--- src/rtl/rr_input_arbiter_pkg.sv ---
// Shared definitions for the packet round-robin input arbiter and the
// other blocks that rely on the same header/EOP control-word convention.
package rr_input_arbiter_pkg;

    localparam int NUM_INPUTS = 4;
    localparam int IDX_W      = $clog2(NUM_INPUTS);

    // A non-zero ctrl marks a module header (before data) or EOP (after data).
    // A zero ctrl marks a plain data word.
    localparam int CTRL_DATA = 0;

    typedef enum logic [1:0] {
        IDLE = 2'd0,
        HDR  = 2'd1,
        BODY = 2'd2
    } state_t;

endpackage

--- src/rtl/rr_input_arbiter_rr_priority_pick.sv ---
// Combinational round-robin pick: the first set request after ptr, wrapping.
// Returns a one-hot grant and its index. Both are zero-valued when nothing requests.
module rr_priority_pick
    import rr_input_arbiter_pkg::*;
(
    input  logic [NUM_INPUTS-1:0] req,
    input  logic [IDX_W-1:0]      ptr,
    output logic [NUM_INPUTS-1:0] gnt,
    output logic [IDX_W-1:0]      idx
);

    logic [IDX_W-1:0] cand;
    logic             found;

    always_comb begin
        gnt   = '0;
        idx   = '0;
        found = 1'b0;
        cand  = '0;
        // Offset NUM_INPUTS wraps back to ptr itself, so it is checked last.
        for (int k = 1; k <= NUM_INPUTS; k++) begin
            cand = ptr + IDX_W'(k);
            if (!found && req[cand]) begin
                found     = 1'b1;
                gnt[cand] = 1'b1;
                idx       = cand;
            end
        end
    end

endmodule

--- src/rtl/rr_input_arbiter.sv ---
// Packet-level round-robin arbiter: grants one input queue from the first word to EOP
// and forwards that queue's words to the pipeline with zero latency.
module rr_input_arbiter
    import rr_input_arbiter_pkg::*;
#(
    parameter int DATA_WIDTH = 64,
    parameter int CTRL_WIDTH = DATA_WIDTH / 8
) (
    input  logic                  clk,
    input  logic                  reset,
    input  logic                  in_req_0,
    input  logic                  in_req_1,
    input  logic                  in_req_2,
    input  logic                  in_req_3,
    input  logic [DATA_WIDTH-1:0] in_data_0,
    input  logic [DATA_WIDTH-1:0] in_data_1,
    input  logic [DATA_WIDTH-1:0] in_data_2,
    input  logic [DATA_WIDTH-1:0] in_data_3,
    input  logic [CTRL_WIDTH-1:0] in_ctrl_0,
    input  logic [CTRL_WIDTH-1:0] in_ctrl_1,
    input  logic [CTRL_WIDTH-1:0] in_ctrl_2,
    input  logic [CTRL_WIDTH-1:0] in_ctrl_3,
    input  logic                  in_wr_0,
    input  logic                  in_wr_1,
    input  logic                  in_wr_2,
    input  logic                  in_wr_3,
    output logic                  in_rdy_0,
    output logic                  in_rdy_1,
    output logic                  in_rdy_2,
    output logic                  in_rdy_3,
    output logic [DATA_WIDTH-1:0] out_data,
    output logic [CTRL_WIDTH-1:0] out_ctrl,
    output logic                  out_wr,
    input  logic                  out_rdy,
    output logic [NUM_INPUTS-1:0] pkt_grant
);

    logic [NUM_INPUTS-1:0]                 req_vec, wr_vec, rdy_vec;
    logic [NUM_INPUTS-1:0][DATA_WIDTH-1:0] data_vec;
    logic [NUM_INPUTS-1:0][CTRL_WIDTH-1:0] ctrl_vec;

    assign req_vec  = {in_req_3, in_req_2, in_req_1, in_req_0};
    assign wr_vec   = {in_wr_3, in_wr_2, in_wr_1, in_wr_0};
    assign data_vec = {in_data_3, in_data_2, in_data_1, in_data_0};
    assign ctrl_vec = {in_ctrl_3, in_ctrl_2, in_ctrl_1, in_ctrl_0};

    state_t                state;
    logic [IDX_W-1:0]      rr_ptr;
    logic [NUM_INPUTS-1:0] pick_gnt;
    logic [IDX_W-1:0]      pick_idx;

    rr_priority_pick u_pick (
        .req (req_vec),
        .ptr (rr_ptr),
        .gnt (pick_gnt),
        .idx (pick_idx)
    );

    // rr_ptr is loaded with the winner, so outside IDLE it also names the granted input.
    logic                  active, xfer;
    logic                  sel_wr;
    logic [DATA_WIDTH-1:0] sel_data;
    logic [CTRL_WIDTH-1:0] sel_ctrl;

    assign active   = (state == HDR) || (state == BODY);
    assign sel_wr   = wr_vec[rr_ptr];
    assign sel_data = data_vec[rr_ptr];
    assign sel_ctrl = ctrl_vec[rr_ptr];
    assign xfer     = active && sel_wr && out_rdy;

    for (genvar i = 0; i < NUM_INPUTS; i++) begin : g_rdy
        assign rdy_vec[i] = active && (rr_ptr == IDX_W'(i)) && out_rdy;
    end

    assign {in_rdy_3, in_rdy_2, in_rdy_1, in_rdy_0} = rdy_vec;

    assign out_wr   = xfer;
    assign out_data = active ? sel_data : '0;
    assign out_ctrl = active ? sel_ctrl : '0;

    always_ff @(posedge clk or negedge reset) begin
        if (!reset) begin
            state     <= IDLE;
            rr_ptr    <= IDX_W'(NUM_INPUTS - 1);
            pkt_grant <= '0;
        end else begin
            pkt_grant <= '0;
            case (state)
                IDLE: begin
                    if (|req_vec) begin
                        rr_ptr    <= pick_idx;
                        pkt_grant <= pick_gnt;
                        state     <= HDR;
                    end
                end
                HDR: begin
                    if (xfer && sel_ctrl == CTRL_WIDTH'(CTRL_DATA))
                        state <= BODY;
                end
                BODY: begin
                    if (xfer && sel_ctrl != CTRL_WIDTH'(CTRL_DATA))
                        state <= IDLE;
                end
                default: state <= IDLE;
            endcase
        end
    end

endmodule
--- config.mk ---
export PLATFORM = sky130hd
export DESIGN_NAME = rr_input_arbiter
export DESIGN_NICKNAME = d
export VERILOG_FILES = /design/src/rtl/rr_input_arbiter_pkg.sv /design/src/rtl/rr_input_arbiter_rr_priority_pick.sv /design/src/rtl/rr_input_arbiter.sv
export SDC_FILE = /design/constraint.sdc
export NUM_CORES = 1
export LEC_CHECK = 0
export BUFFER_PORTS_ARGS = -buffer_cell sky130_fd_sc_hd__buf_4
export CORE_AREA = 3 3 147 149
export CTS_BUF_LIST = sky130_fd_sc_hd__clkbuf_8
export DETAILED_ROUTE_END_ITERATION = 10
export DIE_AREA = 0 0 150 152
export SLEW_MARGIN = 20
export SYNTH_ARGS = -nofsm -noshare
export SYNTH_HDL_FRONTEND = slang
export SYNTH_SLANG_ARGS = --single-unit
--- constraint.sdc ---
create_clock -name clk -period 3.2 [get_ports clk]
set_clock_uncertainty 0.2 [all_clocks]
set_input_delay 0.8 -clock clk [delete_from_list [all_inputs] [get_ports clk]]
set_output_delay 0.8 -clock clk [all_outputs]
set_load 0.05 [all_outputs]
# [Word-level counts from Yosys, hierarchy flattened]
# Index checks and enable logic that the tools add are counted.
[word_totals] out_inout_bits=81 regBits=8 inputBits=299 word_cells=96
[op_classes] n_eq_ne=8 reduce_logical=30 n_lt_le_gt_ge=8 mux=40 bitwise_logic=4 n_addsub=3
[op_table] cell="$bmux W64 S2" count=1
[op_table] cell="$mux W64" count=2
[op_table] cell="$mux W4" count=6
[op_table] cell="$logic_and A1 B1 Y1" count=19
[op_table] cell="$bmux W8 S2" count=1
[op_table] cell="$mux W8" count=2
[op_table] cell="$lt A2 B3 Y1 const B" count=4
[op_table] cell="$mux W1" count=12
[op_table] cell="$mux W2" count=6
[op_table] cell="$or A4 B4 Y4" count=3
[op_table] cell="$bmux W1 S2" count=5
[op_table] cell="$demux W1 S2" count=4
[op_table] cell="$ge A2 B1 Y1 const B" count=4
[op_table] cell="$logic_not A8 Y1" count=1
[op_table] cell="$reduce_bool A8 Y1" count=1
[op_table] cell="$eq A2 B2 Y1 const B" count=3
[op_table] cell="$pmux W2 S3" count=1
[op_table] cell="$reduce_and A3 Y1" count=2
[op_table] cell="$add A2 B2 Y2 const B" count=2
[op_table] cell="$eq A2 B1 Y1 const B" count=2
[op_table] cell="$logic_not A2 Y1" count=2
[op_table] cell="$ne A2 B1 Y1 const B" count=2
[op_table] cell="$reduce_or A4 Y1" count=1
[op_table] cell="$logic_not A1 Y1" count=3
[op_table] cell="other kinds (4)" count=4

# [Longest topological paths before layout]
# Gate-level depths: netlist (run 1).
[logic_depth] ltp_word=15 mapped_depth=10 depth_no_buf=7

# [Hierarchy]
# Synthesis (run 1) repeated with hierarchy kept, for this count alone.
[hier_totals] cells_unflattened=281 area_unflattened_um2=3191.8
[by_module_without_submodules] mod="rr_input_arbiter" area_each_um2=2701.3 seq_area_each_um2=202.7 cells_per_inst=222 n_inst=1
[by_module_without_submodules] mod="rr_priority_pick" area_each_um2=490.5 seq_area_each_um2=0.0 cells_per_inst=59 n_inst=1

# [Worst setup path after synthesis (run 1)]
# OpenSTA, ideal clock, no wires.
[synth_path] path_kind="reg2reg" start="register rr_ptr[0]" end="register pkt_grant[0]" n_path_buf=3 path_stages_with_launch=9 t_required_ns=2.856 path_slack_ns=-0.141 setup_ns=0.144 t_arrival_ns=2.996 period_less_slack_ns=3.341 cell_sequence="dfstp_2 > buf_6 > clkbuf_1 > clkbuf_1 > inv_1 > ha_1 > mux4_2 > a222oi_1 > a21oi_1"
[synth_between] elab_chain_len=15 word_cells_on_any_way=49 cone_classes="add/sub: 3; order compare: 8; mux: 25; bitwise: 3; reduce/logical: 10"
[synth_lines] element="start: declaration" line_no="rr_input_arbiter.sv:48" rtl="logic [IDX_W-1:0] rr_ptr;"
[synth_lines] element="start signal: assignment" line_no="rr_input_arbiter.sv:84" rtl="rr_ptr <= IDX_W'(NUM_INPUTS - 1);"
[synth_lines] element="start signal: assignment" line_no="rr_input_arbiter.sv:91" rtl="rr_ptr <= pick_idx;"
[synth_lines] element="branches (longest 12 deep; another with $lt A2 B3 Y1)"
[synth_lines] element="$mux W4 *" line_no="rr_input_arbiter_rr_priority_pick.sv:23" rtl="if (!found && req[cand]) begin"
[synth_lines] element="$mux W4 *" line_no="rr_input_arbiter.sv:90" rtl="if (|req_vec) begin"
[synth_lines] element="$mux W4 *" line_no="rr_input_arbiter.sv:88" rtl="case (state)"
[synth_lines] element="end signal: assignment" line_no="rr_input_arbiter.sv:92" rtl="pkt_grant <= pick_gnt;"
[synth_lines] element="end: declaration" line_no="rr_input_arbiter.sv:35" rtl="output logic [NUM_INPUTS-1:0] pkt_grant"
# Every way passes the cells marked *. The select of a mux whose other input is x is not followed.
# A chain may end at the register's enable or synchronous reset.

# [Worst setup path in the final report (run 1)]
[layout_path] start="register rr_ptr[0]" end="output port out_data[10]"
[layout_between] elab_chain_len=3
[layout_lines] element="$bmux W64 S2" line_no="rr_input_arbiter.sv:67" rtl="assign sel_data = data_vec[rr_ptr];"
[layout_lines] element="$mux W64 (not written as such)" line_no="rr_input_arbiter.sv:67"
[layout_lines] element="$mux W64" line_no="rr_input_arbiter.sv:78" rtl="assign out_data = active ? sel_data : '0;"
[layout_lines] element="end: declaration" line_no="rr_input_arbiter.sv:31" rtl="output logic [DATA_WIDTH-1:0] out_data,"
# Every way passes these cells. The select of a mux whose other input is x is not followed.

==> reports/qor.csv, run 1 <==
stage;metric;value;unit
run_status;status;finished, final reports clean;
grt;antenna violations before repair;0;
floorplan;die area;22800;µm²
critical_path;most used cell along the critical path;buf_4;
logic_synthesis;post-synthesis sequential area ratio;6.52;%
sta;FMAX;314;MHz
pwr;internal power;2.88;mW
flow_run;Max Cap Viol;0;
critical_path;sum of buffers and inverters on the critical path;4;
sta;count of final hold-check violations;0;
logic_synthesis;FFs w/ async S/R, synth;100;%
pwr;Clk pwr share;2.0;%
logic_synthesis;number of synthesized flops with an enable pin;0;
logic_synthesis;dominant synthesized flop cell;dfrtp_1;
clocking;Clock Latency Late Sink;0.23;ns
cells_and_area;layout cells sized above 1;79.7;%
detailed_routing;residual DRC count;0;
sta;Finish-stage setup viols;0;
clocking;# H-tree levels;1;
clocking;CTS clk-pin slew, worst paths;0.05;ns
critical_path;crit path capture type;primary output;
logic_synthesis;Syn. warnings;0;
pwr;PD cells;961;nW/µm²
floorplan;Initial Util;15.3;%
clocking;total CTS buffers;3;
clocking;Longest Clk Path Bufs;2;
clocking;CTS root buf;clkbuf_8;
detailed_routing;Vias/cell;4.45;
logic_synthesis;number of distinct library cells after synthesis;36;
sta;part of the cycle the worst path needs;99.5;%
cells_and_area;commonest cells after routing, fill and taps aside;buf_4, mux4_2, and2_1;
pwr;NetSw;3.52;mW
detailed_routing;WL/cell;21.1;µm
logic_synthesis;Cells after Synth;267;
pwr;maximum VDD drop;0.482;mV
cells_and_area;Layout Utilization;32.8;%
detailed_routing;Vias;4083;
sta;unrepaired setup endpoints after global routing;yes;
cells_and_area;Area growth syn-to-layout;115;%
critical_path;Critical Path AT;2.18;ns
cells_and_area;final net count;958;
grt;first-pass GRT wire length;26700;µm
critical_path;Crit Reg-Reg Startpoint;rr_ptr[0];
detailed_routing;Post-DRT Antenna Nets;0;
place;hpwl dp;16600;µm
pwr;Sw Share;55.0;%
detailed_routing;total wire length;19300;µm
floorplan;I/O pin total;380;
critical_path;worst path cell trace;buf_4, clkbuf_16, buf_4, mux4_2, and2_1, buf_4;
place;gp weighted congestion;0.862;
worst_hold_path;Min-Delay Path Class;primary input to async pin;
logic_synthesis;mapped cell area;3110;µm²
cells_and_area;fill count;2131;
detailed_routing;1st-iter DRT viols;234;
critical_path;CP Class;flip-flop to primary output;
sta;fin. max-slew vios;0;
logic_synthesis;Synth Area per Inst;11.6;µm²
detailed_routing;TritonRoute pass-1 iters;6;
critical_path;CP required;2.20;ns
clocking;CTS tree;yes;
cells_and_area;most common cell after layout, fill and taps aside;buf_4;
logic_synthesis;Seq cells post-synth;8;
logic_synthesis;Post-Syn Nets;577;
pwr;Leakage;3.17;nW
floorplan;Rows;52;
sta;fin worst setup slack;0.0170;ns
pwr;Pwr Total;6.40;mW
critical_path;CP top delay family;flip-flops;
critical_path;maximum fanout along the worst path;7;
grt;largest net degree at the start of global routing;48;
place;Worst Setup Slack post-DPL;0.247;ns
floorplan;Core Region;20300;µm²
critical_path;Slowest Stage Delay on Critical Path;0.71;ns
pwr;combinational fraction of design power;94.3;%
sta;minimum clock period;3.18;ns
critical_path;CP Launch Point;rr_ptr[0];
floorplan;Die H;152;µm
sta;Slew @ Worst Pin;0.702;ns
grt;GRT Overall Usage;15.2;%
grt;GR Overflow Total;0;
critical_path;crit path max-delay cell type;dfstp_4;
clocking;Clock Sinks;8;
critical_path;Startpoint Class;flip-flop;
sta;Slew HR;52.8;%
floorplan;Die X;150;µm
grt;vias in the first global route;4331;
place;number of I/O port buffers;379;
pwr;Seq pwr share;3.7;%
-- sequential cells by signal, indices dropped and copies added (netlist names) --
name       cells
rr_ptr         2
pkt_grant      4
state          2
-- per-layer routing --
layer | vias to the layer above | share of wire, % | GRT usage (%)
met1 | 1976 | 38 | 18.3
li1 | 1848 | - | -
met2 | 243 | 52 | 28.2
met4 | 0 | 1.2 | 2.00
met5 | - | 0 | 0
met3 | 16 | 8.8 | 3.40
-- path summary, 6_finish.rpt --
check                          endpoint  slack [ns]  cells after the start
setup / recovery           out_data[10]        0.02                      6
hold / removal             pkt_grant[1]        0.18                      1
setup reg to reg           pkt_grant[1]        0.14                      8
hold reg to reg                state[0]        0.41                      2
max in group asynchronous     rr_ptr[1]        2.40                      1
min in group clk               state[0]        0.41                      2
-- area by class of cell --
type / count / area [µm²] / area share [%]
tap: 270 / 338 / 5.07
timing repair buffer: 406 / 3260 / 48.9
antenna: 1 / 2.50 / 0.0375
inverter: 6 / 22.5 / 0.338
clock buffer: 3 / 41.3 / 0.619
multi-input combinational: 223 / 2790 / 41.9
sequential: 8 / 210 / 3.15
-- kinds of logic after synthesis --
family                     Yosys count  share of synthesized area, %
DFF                                  8                          6.52
muxes                               79                          57.0
and+or+nand+nor                    106                          21.3
buffers and inverters               36                          4.91
AOI/OAI and AO/OA                   26                          5.56
xor gates and xnor gates             1                         0.282
adders and majority gates           11                          4.43
-- power groups by stage --
stage,sequential (mW),clock [mW],combinational [mW]
3_5_place_dp,0.219,0,5.79
3_3_place_gp,0.219,0,5.76
4_1_cts,0.217,0.130,5.80
5_1_grt,0.245,0.136,6.35
6_report,0.237,0.127,6.04
2_1_floorplan,0.222,0,3.95
-- synth_stat cells (3+ instances only) --
cell | number | area [µm²]
a21oi_1 | 9 | 45.0
a222oi_1 | 4 | 40.0
and2_1 | 72 | 450
and3_1 | 5 | 31.3
buf_2 | 8 | 40.0
clkbuf_1 | 19 | 71.3
dfrtp_1 | 6 | 150
ha_1 | 11 | 138
inv_1 | 6 | 22.5
mux2i_1 | 3 | 30.0
mux4_1 | 8 | 210
mux4_2 | 68 | 1530
nand2_1 | 4 | 15.0
nand3_1 | 5 | 25.0
nor2_1 | 3 | 11.3
nor2b_1 | 3 | 18.8
nor3b_1 | 4 | 30.0
o21ai_0 | 5 | 25.0
-- metrics by stage --
step	hold WS [ns]	instance area, µm²	std cells	TNS, ns
3_5_place_dp	0.397	6430	902	0
3_3_place_gp	0.396	6430	902	0
2_1_floorplan	0.304	3150	267	-0.0514
4_1_cts	0.188	6470	905	0
5_1_grt	0.185	6660	916	-0.0314
6_report	0.185	6670	917	0
-- timing repair --
item / 4_1_cts / 5_1_grt
endpoints found under the setup margin: 1 / 18
hold buffers: 0 / 0
gates resized for setup: 1 / 4
buffers inserted: 0 / 6
gates cloned: 0 / 5
pin swaps: 0 / 0
No activity file was read; power rests on OpenSTA's default activity.
==> inputs of run 2 (changes only) <==
--- a/config.mk
+++ b/config.mk
@@ -10,6 +10,7 @@
 export CTS_BUF_LIST = sky130_fd_sc_hd__clkbuf_8
 export DETAILED_ROUTE_END_ITERATION = 10
 export DIE_AREA = 0 0 150 152
+export SETUP_SLACK_MARGIN = 0.4
 export SLEW_MARGIN = 20
 export SYNTH_ARGS = -nofsm -noshare
 export SYNTH_HDL_FRONTEND = slang
==> run 2 against run 1 <==
First-iteration DRC count is 7.7% higher. Highest routed layer unchanged. Wire length is 2.4% lower. Die area stayed put. Sequential power is 13% lower. Worst setup slack better by 0.095 ns. Total power is 16% higher. Critical path depth is 1 lower. Clock-buffer cell count stayed put. Core utilization is 3.0 points higher. Register-to-register slack better by 0.11 ns. Worst hold slack worse by 0.0061 ns. Via count is 2.6% higher.
==> reports/qor.csv, run 2 (synthesized netlist as in run 1, its figures left out) <==
stage;metric;value;unit;change
detailed_routing;TritonRoute pass-1 iters;7;;+1
critical_path;crit path max-delay cell type;dfstp_4;;
critical_path;worst path cell trace;buf_12, buf_16, mux4_2, and2_4, buf_6;;
place;hpwl dp;14900;µm;-10%
critical_path;Startpoint Class;flip-flop;;
critical_path;CP top delay family;flip-flops;;
detailed_routing;Vias;4191;;+2.6%
sta;fin. max-slew vios;0;;unchanged
grt;antenna violations before repair;1;;+1
clocking;CTS root buf;clkbuf_8;;
sta;fin worst setup slack;0.112;ns;+0.0953 ns
cells_and_area;top flop regs;pkt_grant (4), rr_ptr (2), state (2);;
pwr;Leakage;3.42;nW;+7.8%
place;Worst Setup Slack post-DPL;0.193;ns;-0.0534 ns
cells_and_area;most common cell after layout, fill and taps aside;buf_4;;
cells_and_area;Area growth syn-to-layout;134;%;
sta;count of final hold-check violations;0;;unchanged
grt;GRT Overall Usage;14.3;%;-0.90 points
detailed_routing;1st-iter DRT viols;252;;+7.7%
clocking;# H-tree levels;1;;unchanged
cells_and_area;Most flops, register;pkt_grant;;
detailed_routing;Vias/cell;4.50;;+0.99%
detailed_routing;WL/cell;20.2;µm;-4.0%
detailed_routing;Metal-1 WL;6850;µm;-7.7%
detailed_routing;met2 routed WL;10100;µm;+1.5%
grt;vias in the first global route;4309;;-0.51%
floorplan;Rows;52;;unchanged
sta;unrepaired setup endpoints after global routing;yes;;
detailed_routing;metal3 WL;1710;µm;+1.0%
flow_run;Max Cap Viol;0;;unchanged
cells_and_area;register area;210;µm²;unchanged
sta;Slew HR;58.5;%;+5.6 points
detailed_routing;residual DRC count;0;;unchanged
cells_and_area;final net count;972;;+1.5%
detailed_routing;Top Metal Used;met4;;
critical_path;Slowest Stage Delay on Critical Path;0.66;ns;-0.05 ns
pwr;PD cells;1020;nW/µm²;+6.2%
run_status;status;finished, final reports clean;;
worst_hold_path;Min-Delay Path Class;primary input to async pin;;
cells_and_area;fill count;2080;;-2.4%
floorplan;Die X;150;µm;unchanged
critical_path;CP Class;flip-flop to primary output;;
sta;part of the cycle the worst path needs;96.5;%;-3.0 points
cells_and_area;max reg flops;4;;unchanged
critical_path;crit path capture type;primary output;;
pwr;Pwr Total;7.42;mW;+16%
floorplan;I/O pin total;380;;unchanged
sta;FMAX;324;MHz;+3.1%
clocking;CTS Hold Bufs;0;;unchanged
floorplan;Core Region;20300;µm²;unchanged
floorplan;die area;22800;µm²;unchanged
detailed_routing;Post-DRT Antenna Nets;0;;unchanged
clocking;CTS clk-pin slew, worst paths;0.04;ns;about the same
cells_and_area;commonest cells after routing, fill and taps aside;buf_4, mux4_2, and2_4;;
critical_path;Critical Path AT;2.09;ns;-0.09 ns
sta;Slew @ Worst Pin;0.619;ns;-0.0826 ns
sta;minimum clock period;3.09;ns;-0.0953 ns
grt;largest net degree at the start of global routing;50;;+4.2%
place;number of I/O port buffers;379;;unchanged
floorplan;Die H;152;µm;unchanged
cells_and_area;Final Non-Filler Cells;932;;+1.6%
detailed_routing;total wire length;18800;µm;-2.4%
clocking;total CTS buffers;3;;unchanged
critical_path;sum of buffers and inverters on the critical path;3;;-1
clocking;Clock Sinks;8;;unchanged
place;gp weighted congestion;1.03;;+19%
clocking;Longest Clk Path Bufs;2;;unchanged
floorplan;Initial Util;15.3;%;unchanged
place;placed cells;895;;-0.78%
cells_and_area;multi-input logic area;2980;µm²;+6.6%
critical_path;maximum fanout along the worst path;7;;unchanged
critical_path;CP required;2.20;ns;about the same
cells_and_area;layout cells sized above 1;88.5;%;+8.8 points
sta;Finish-stage setup viols;0;;unchanged
clocking;Clock Latency Late Sink;0.23;ns;about the same
clocking;CTS tree;yes;;
grt;first-pass GRT wire length;25400;µm;-4.7%
grt;GR Overflow Total;0;;unchanged
cells_and_area;Layout Utilization;35.8;%;+3.0 points
pwr;maximum VDD drop;0.368;mV;-24%
sta;Post-Route Setup TNS;0;ns;unchanged
## run 2: cell count changes in the layout (fill, tap and decap cells not counted), moves of 4 or more
cell	previous run	this run
mux4_1	8	2
ha_1	10	5
buf_6	2	42
and2_2	32	0
buf_16	1	5
and2_1	40	3
mux4_2	68	74
and2_4	0	69
buf_8	1	6
buf_4	390	353
## run 2: routing by layer
layer  GRT usage (%)  vias up
li1                -     1872
met5               0        -
met3            2.68       12
met4            2.53        0
met2            26.8      249
met1            17.0     2058
## run 2: where the power goes
part	leakage [nW]	internal (mW)	switching (mW)	total, mW
combinational	3.29	3.46	3.63	7.09
clock	0.0269	0.0830	0.0389	0.122
sequential	0.101	0.158	0.0485	0.207
total	3.42	3.70	3.72	7.42
## run 2: worst paths after layout
path                           start            to  slack [ns]  cells past startpoint
max reg2reg                rr_ptr[0]      state[0]        0.25                      8
min reg2reg                 state[1]      state[1]        0.41                      2
min in group clk            state[1]      state[1]        0.41                      2
max in group asynchronous      reset     rr_ptr[0]        2.42                      1
max                        rr_ptr[0]  out_data[26]        0.11                      5
min                            reset  pkt_grant[1]        0.18                      1
## run 2: final cells by class
class / instances / area share (%)
Timing Repair Buffer: 420 / 50.5
Multi-Input combinational cell: 223 / 40.9
Tap cell: 270 / 4.64
Sequential cell: 8 / 2.89
Clock buffer: 3 / 0.568
Inverter: 6 / 0.361
Clock inverter: 1 / 0.0516
Antenna cell: 1 / 0.0344
## run 2: worst reg2reg max path, stage by stage, from the launching register on
cell and delay (ns):
dfstp_4 0.66, buf_12 0.18, buf_12 0.14, mux4_2 0.52
buf_6 0.14, or4_4 0.51, nor2_4 0.16, mux2i_1 0.21
o211ai_1 0.10
## run 2: per-stage QoR
step | cell area, µm² | hold slack [ns]
after floorplan | 3390 | 0.304
after global placement | 6480 | 0.396
after detailed placement | 6480 | 0.396
after CTS | 6800 | 0.175
after global routing | 7270 | 0.183
final | 7270 | 0.179
## run 2: what timing repair did
item                       4_1_cts  5_1_grt
hold endpoints to repair         0        0
setup endpoints to repair       84       85
cloned                           3        7
pin swaps                        2        6
resized for setup               25       70
setup buffers                   12       10
